===== config.mk =====
export PLATFORM = sky130hd
export DESIGN_NAME = bcd_button_counter
export DESIGN_NICKNAME = d
export VERILOG_FILES = /design/src/rtl/bcd_button_counter.sv
export SDC_FILE = /design/constraint.sdc
export NUM_CORES = 1
export LEC_CHECK = 0
export BUFFER_PORTS_ARGS = -buffer_cell sky130_fd_sc_hd__buf_2
export CAP_MARGIN = 20
export CORE_UTILIZATION = 42
export CTS_CLUSTER_SIZE = 28
export DETAILED_ROUTE_END_ITERATION = 6
export GPL_TIMING_DRIVEN = 0
export HOLD_SLACK_MARGIN = 0.03
export MAX_ROUTING_LAYER = met4
export RECOVER_POWER = 100
export SYNTH_ARGS = -nofsm -noshare
export SYNTH_HDL_FRONTEND = slang
export SYNTH_SLANG_ARGS = --single-unit

===== constraint.sdc =====
create_clock -name clk -period 2.1 [get_ports clk]
set_input_delay 0.63 -clock clk [delete_from_list [all_inputs] [get_ports clk]]
set_output_delay 0.63 -clock clk [all_outputs]
set_load 0.01 [all_outputs]

===== src/rtl/bcd_button_counter.sv =====
// Two debounced pushbuttons step a pair of 4-digit packed-BCD counters in
// opposite directions; feeds the dual 7-segment display controller.
module bcd_button_counter #(
    parameter int          DEBOUNCE_CYCLES = 1000000,
    parameter logic [15:0] A_INIT          = 16'h0000,
    parameter logic [15:0] B_INIT          = 16'h9999
) (
    input  logic        clk,
    input  logic        rst,
    input  logic        btn_up,
    input  logic        btn_down,
    input  logic        clear,
    output logic [15:0] digits_A,
    output logic [15:0] digits_B,
    output logic        step_pulse
);
    localparam int CW = (DEBOUNCE_CYCLES > 2) ? $clog2(DEBOUNCE_CYCLES) : 1;
    localparam logic [CW-1:0] CNT_LAST = CW'(DEBOUNCE_CYCLES - 1);

    // index 0 = up, index 1 = down
    logic [1:0]    btn_m, btn_s, btn_db, db_prev, press;
    logic [CW-1:0] cnt [2];

    logic [15:0] next_a, next_b;
    logic        next_step;

    function automatic logic [15:0] bcd_inc(input logic [15:0] v);
        logic c;
        c = 1'b1;
        for (int i = 0; i < 4; i++) begin
            if (c) begin
                if (v[4*i +: 4] == 4'd9) v[4*i +: 4] = 4'd0;
                else begin
                    v[4*i +: 4] = v[4*i +: 4] + 4'd1;
                    c = 1'b0;
                end
            end
        end
        return v;
    endfunction

    function automatic logic [15:0] bcd_dec(input logic [15:0] v);
        logic b;
        b = 1'b1;
        for (int i = 0; i < 4; i++) begin
            if (b) begin
                if (v[4*i +: 4] == 4'd0) v[4*i +: 4] = 4'd9;
                else begin
                    v[4*i +: 4] = v[4*i +: 4] - 4'd1;
                    b = 1'b0;
                end
            end
        end
        return v;
    endfunction

    // Sync, debounce and rising-edge press detect for both buttons.
    always_ff @(posedge clk) begin
        if (rst) begin
            btn_m   <= '0;
            btn_s   <= '0;
            btn_db  <= '0;
            db_prev <= '0;
            press   <= '0;
            for (int i = 0; i < 2; i++) cnt[i] <= '0;
        end else begin
            btn_m   <= {btn_down, btn_up};
            btn_s   <= btn_m;
            db_prev <= btn_db;
            press   <= btn_db & ~db_prev;
            for (int i = 0; i < 2; i++) begin
                if (btn_s[i] == btn_db[i]) begin
                    cnt[i] <= '0;
                end else if (cnt[i] == CNT_LAST) begin
                    btn_db[i] <= btn_s[i];
                    cnt[i]    <= '0;
                end else begin
                    cnt[i] <= cnt[i] + 1'b1;
                end
            end
        end
    end

    always_comb begin
        next_a    = digits_A;
        next_b    = digits_B;
        next_step = 1'b0;
        if (clear) begin
            next_a = A_INIT;
            next_b = B_INIT;
        end else if (press == 2'b01) begin
            next_a    = bcd_inc(digits_A);
            next_b    = bcd_dec(digits_B);
            next_step = 1'b1;
        end else if (press == 2'b10) begin
            next_a    = bcd_dec(digits_A);
            next_b    = bcd_inc(digits_B);
            next_step = 1'b1;
        end
    end

    always_ff @(posedge clk) begin
        if (rst) begin
            digits_A   <= A_INIT;
            digits_B   <= B_INIT;
            step_pulse <= 1'b0;
        end else begin
            digits_A   <= next_a;
            digits_B   <= next_b;
            step_pulse <= next_step;
        end
    end
endmodule


==> impl_metrics.toml, run 1 <==
[outcome]
status = "finished, final reports clean"

[worst_setup_path]
cp_num_buf_inv = 1
crit_chain = "nand3_2, or4_1, buf_2, or4_1, a21oi_1"
path_class = "flop to flop"
cp_slowest_stage_delay_ns = 0.51
required_ns = 2.29
crit_family = "simple AND/OR/NAND/NOR gates"
crit_top_cell = "or4_1"
cp_data_arrival_time_ns = 2.20
critPathSlowestCell = "or4_1"
cp_max_fo = 10
start_kind = "flop"
critPathCaptureType = "flop"

[sta]
whs_ns = 0.382
relSlewSlack_pct = 53.9
tightest_slew_ns = 0.691
finalCritPeriodShare_pct = 95.8
finalHoldViolCount = 0
fin_skew_ns = 0.00765
report.final.slew_viol_count = 0
period_needed_ns = 2.01
finalSetupViolations = 0
layout_setup_ws_ns = 0.0882
finalSetupTns_ns = 0
fmax_mhz = 497

[placement]
portBuffers = 37
gp_congestion = 0.855
dp_hpwl_um = 8080
pre_cts_ws_ns = -0.290
place_inst = 789

[pwr]
peakVddDrop_uv = 377
p_leak_uw = 0.00199
powerDensity_nw_per_um2 = 597

[drt]
wl_per_cell_um = 14.1
vias = 4459
vias_per_cell = 5.48
ant_nets = 0
drt_pass1_iterations = 5
drc = 0
wl_um = 11500
drt_iter0_markers = 303

[synth]
netlist_instances = 570
postSynth.asyncResetShare_pct = 0
yosysWarnings = 0
yosysMostFrequentCell = "nor2_1"
syn_area_um2 = 4950
synth_edf_count = 40
syn_area_per_cell_um2 = 8.68
ys_seq_elements = 83
yosys-top-cells-area = "edfxtp_1 24%, dfxtp_1 17%, xnor2_1 4.1%"
ys.flop_type = "dfxtp_1"
post_synth_most_frequent_cells = "53 x nor2_1, 43 x dfxtp_1, 40 x edfxtp_1, 40 x o21ai_0"
synth_largest_area_cell = "edfxtp_1"
ys_seq_area_share_pct = 41.7
ys_types = 64
synth_top_area_share_pct = 24.3

[global_routing]
grt_pass1_wl_um = 19000
grt_pass1_vias = 4085
grt-ovfl-total = 0
antenna_found_initial = 0
grt_max_degree = 13
grt.total_usage_pct = 19.6

[clock_tree]
clock_latency_ns = 0.35
clock_sinks = 83
cts_hold_buf = 0
cts.clk_slew.worst_paths_ns = 0.06
root_buffer = "clkbuf_16"
cts_tree = "built"
cts_buffer_depth = 2
cts_buffers = 9
htreeDepth = 3

[floorplanning]
dieHeight_um = 111
dieArea_um2 = 12200
io-pin-count = 38
core_um2 = 11500
die_x_um = 111
start_util_pct = 43.1
core.rowCount = 39

[final_layout]
final_cells = 813
drive_gt1_share_pct = 7.76
final_nets = 673
antenna-diode-count = 0
area_growth_pct = 17.9

[run]
drv_cap = 0

[worst_hold_path]
hold_class = "flop to flop"
## logic make-up (layout without fill, tap and decap cells)
| group | Yosys count | count (layout) | synth area share [%] |
|---|---|---|---|
| fa+ha+maj | 3 | 3 | 0.759 |
| flops | 83 | 83 | 41.7 |
| simple gates | 237 | 237 | 27.1 |
| buf+inv | 61 | 122 | 4.83 |
| compound gates | 142 | 142 | 17.9 |
| xor+xnor | 41 | 41 | 7.26 |
| mux | 2 | 2 | 0.405 |
| other cells | 1 | 40 | 0.0758 |
## cell usage in the layout (no fill, tap or decap), drive strengths merged, types with 5 or more instances in the layout
| master | Yosys | final |
|---|---|---|
| clkbuf | 38 | 87 |
| nor2 | 53 | 53 |
| o21ai | 44 | 44 |
| dfxtp | 43 | 43 |
| edfxtp | 40 | 40 |
| conb | 1 | 40 |
| a21oi | 38 | 38 |
| nand2 | 24 | 24 |
| nand3 | 24 | 24 |
| xnor2 | 23 | 23 |
| nor2b | 20 | 20 |
| or3 | 20 | 20 |
| xor2 | 18 | 18 |
| buf | 8 | 18 |
| inv | 15 | 15 |
| nand4 | 11 | 11 |
| nor3 | 11 | 11 |
| and3 | 10 | 10 |
| nand2b | 9 | 9 |
| or4 | 9 | 9 |
| o31ai | 8 | 8 |
| nor4 | 8 | 8 |
| a31oi | 7 | 7 |
| nand3b | 6 | 6 |
| nor4b | 6 | 6 |
| nor3b | 5 | 5 |
| and2 | 5 | 5 |
## metrics by stage
| step | cell area (um^2) | utilization (%) | total power, uW |
|---|---|---|---|
| 2_1_floorplan | 5090 | - | 1870 |
| 3_3_place_gp | 5460 | 47.6 | 1900 |
| 3_5_place_dp | 5460 | 47.6 | 1900 |
| 4_1_cts | 5780 | 50.4 | 3520 |
| 5_1_grt | 5830 | 50.9 | 3610 |
| 6_report | 5830 | 50.9 | 3480 |
## cell type report
class                      instances  area [um^2]
tap                              143          179
fill                            1127         5630
buffer                            45          203
clock inverter                     2         33.8
inverter                          15         56.3
multi-input combinational        465         2830
sequential                        83         2060
clock buffer                      14          264
timing repair buffer              46          210
## report_power, final
group / internal [uW] / leakage, uW / switching, uW
combinational: 41.8 / 0.00109 / 67.2
clock: 984 / 0.000145 / 620
sequential: 1730 / 0.000760 / 37.5
total: 2760 / 0.00199 / 724
## worst register-to-register path, delay by kind of cell, from the launching register on
kind	cells	cell delay [ns]
AO/OA/AOI/OAI	1	0.17
AND/OR/NAND/NOR	3	1.06
buffers and inverters	1	0.18
flip-flops	1	0.43
## worst paths after layout
check,depth (start not counted),to,startpoint,slack (ns)
worst max-delay path,5,cnt[1][17]$_SDFFCE_PN0P_,cnt[1][6]$_SDFFCE_PN0P_,0.09
worst min-delay path,1,press[0]$_SDFF_PP0_,db_prev[0]$_SDFF_PP0_,0.38
worst max register to register,5,cnt[1][17]$_SDFFCE_PN0P_,cnt[1][6]$_SDFFCE_PN0P_,0.09
worst min register to register,1,press[0]$_SDFF_PP0_,db_prev[0]$_SDFF_PP0_,0.38
## repair_timing
item	4_1_cts	5_1_grt
resized for setup	9	22
buffers inserted	0	9
setup endpoints to repair	40	61
gates cloned	0	0
pin swaps	0	2
## routing by layer
layer,GRT usage (%),vias to the layer above,part of all wire [%]
li1,-,2263,-
met1,24.0,2094,47
met2,31.0,89,48
met3,3.40,13,3.8
met4,9.96,0,1.7
met5,-,-,0
## state kept, by name, indices dropped and copies added, names as in the netlist
register    flops
digits_A       16
step_pulse      1
db_prev         2
cnt            40
press           2
digits_B       16
btn_m           2
btn_db          2
btn_s           2
(Power assumes the default switching activity.)
==> run 2: changes to the inputs <==
--- a/config.mk
+++ b/config.mk
@@ -8,6 +8,7 @@
 export BUFFER_PORTS_ARGS = -buffer_cell sky130_fd_sc_hd__buf_2
 export CAP_MARGIN = 20
 export CORE_UTILIZATION = 42
+export CTS_BUF_LIST = sky130_fd_sc_hd__clkbuf_8
 export CTS_CLUSTER_SIZE = 28
 export DETAILED_ROUTE_END_ITERATION = 6
 export GPL_TIMING_DRIVEN = 0
==> run 2 against run 1 <==
  * Global-route usage is 0.19 points higher
  * Fmax about the same
  * Register-to-register slack hardly changed
  * First-iteration DRC count shrank 12%
  * Critical path type unchanged
  * Critical endpoint is now cnt[1][18]$_SDFFCE_PN0P_
==> impl_metrics.toml, run 2 (synthesis results as in run 1) <==
[pwr]
peakVddDrop_uv = 307
combPwrFrac_pct = 3.5
power_frac_clock_pct = 38.9
swShare_pct = 22.7
finalPower_uw = 3070
sequentialPowerShare_pct = 57.6
p_int_uw = 2370
powerDensity_nw_per_um2 = 534
p_leak_uw = 0.00196
p_switching_uw = 696

[sta]
fin_skew_ns = 0.0127
whs_ns = 0.372
period_needed_ns = 2.01
finalSetupViolations = 0
finalCritPeriodShare_pct = 95.9
report.final.slew_viol_count = 0
layout_setup_ws_ns = 0.0865
relSlewSlack_pct = 55.4
tightest_slew_ns = 0.669
finalHoldViolCount = 0
finalSetupTns_ns = 0
fmax_mhz = 497

[clock_tree]
clock_latency_ns = 0.38
clock_sinks = 83
cts_buffers = 9
htreeDepth = 3
cts.clk_slew.worst_paths_ns = 0.09
cts_tree = "built"
cts_hold_buf = 0
cts_buffer_depth = 2
root_buffer = "clkbuf_8"

[final_layout]
fin_area_um2 = 5740
layout_commonest_cell = "clkbuf_1"
area_growth_pct = 16.1
layout_common_cells = "60 x clkbuf_1, 53 x nor2_1, 43 x dfxtp_1"
drive_gt1_share_pct = 7.91
antenna-diode-count = 0
largest_register = "cnt"
top_regs = "cnt x40, digits_A x16, digits_B x16"
fill_cells = 1126
final_nets = 673
largest_register_ff_count = 40

[floorplanning]
core.rowCount = 39
io-pin-count = 38
dieArea_um2 = 12200
die_x_um = 111
core_um2 = 11500
start_util_pct = 43.1
dieHeight_um = 111

[placement]
dpl_cell_area_um2 = 5460
dp_hpwl_um = 8080
pre_cts_ws_ns = -0.290
portBuffers = 37
gp_congestion = 0.855

[worst_setup_path]
cp_max_fo = 5
path_class = "flop to flop"
required_ns = 2.33
start_kind = "flop"
critPathCaptureType = "flop"
cp_data_arrival_time_ns = 2.24

[global_routing]
grt_pass1_vias = 4090
grt_max_degree = 13
grt_pass1_wl_um = 19100
grt.total_usage_pct = 19.8
grt-ovfl-total = 0
antenna_found_initial = 0

[run]
drv_cap = 0

[drt]
wl_per_cell_um = 14.2
ant_nets = 0
vias = 4441
wl_um = 11500
drc = 0
drt_pass1_iterations = 4
drt_iter0_markers = 268
vias_per_cell = 5.46

[outcome]
status = "finished, final reports clean"

[worst_hold_path]
hold_class = "flop to flop"
==> run 2: cell count changes in the layout (fill, tap and decap cells not counted), sizes merged <==
cell    delta
inv        +3
clkbuf     -6
buf        +3
==> run 2: stage by stage <==
step           cells  util, %
6_report         813     50.1
5_1_grt          813     50.1
4_1_cts          805     49.5
3_5_place_dp     789     47.6
3_3_place_gp     789     47.6
2_1_floorplan    609        -
==> run 2: worst max-delay path, stage by stage (launching register included) <==
cell and delay (ns):
edfxtp_1 0.40, ha_1 0.26, nand4_1 0.20, or3_4 0.47, or4_1 0.40, a21oi_1 0.15
==> run 2: final cells by class <==
| type | count | area (um^2) | area share (%) |
|---|---|---|---|
| buffer | 45 | 200 | 3.49 |
| clock buffer | 11 | 151 | 2.64 |
| clock inverter | 5 | 45.0 | 0.784 |
| inverter | 15 | 56.3 | 0.980 |
| multi-input combinational | 465 | 2840 | 49.4 |
| sequential | 83 | 2060 | 35.9 |
| tap | 143 | 179 | 3.11 |
| timing repair buffer | 46 | 210 | 3.66 |
==> run 2: what timing repair did <==
action / in CTS / in global routing
resized for setup: 11 / 23
buffers inserted: 0 / 9
pin swaps: 0 / 4
endpoints found under the setup margin: 40 / 60
==> run 2: path summary, 6_finish.rpt <==
path	start	to	slack (ns)	cells past startpoint
worst max-delay path	cnt[1][0]$_SDFFCE_PN0P_	cnt[1][18]$_SDFFCE_PN0P_	0.09	5
worst min-delay path	db_prev[0]$_SDFF_PP0_	press[0]$_SDFF_PP0_	0.37	1
worst max register to register	cnt[1][0]$_SDFFCE_PN0P_	cnt[1][18]$_SDFFCE_PN0P_	0.09	5
worst min register to register	db_prev[0]$_SDFF_PP0_	press[0]$_SDFF_PP0_	0.37	1
==> run 2: power by group through the flow <==
stage                     sequential (uW)  combinational (uW)  clock (uW)
after floorplan                      1790                75.8           0
after global placement               1800                99.0           0
after detailed placement             1800                 100           0
after CTS                            1770                 101        1230
after global routing                 1770                 122        1280
final                                1770                 108        1190
==> run 2: per-layer routing <==
layer  global-route usage [%]  vias to the layer above  part of all wire, %  routed length [um]
met5                        -                        -                    0                   0
met4                     9.78                        0                  1.8                 208
met3                     3.46                       15                  2.9                 338
met2                     31.7                       72                   48                5480
met1                     24.0                     2096                   48                5510
li1                         -                     2258                    -                   -
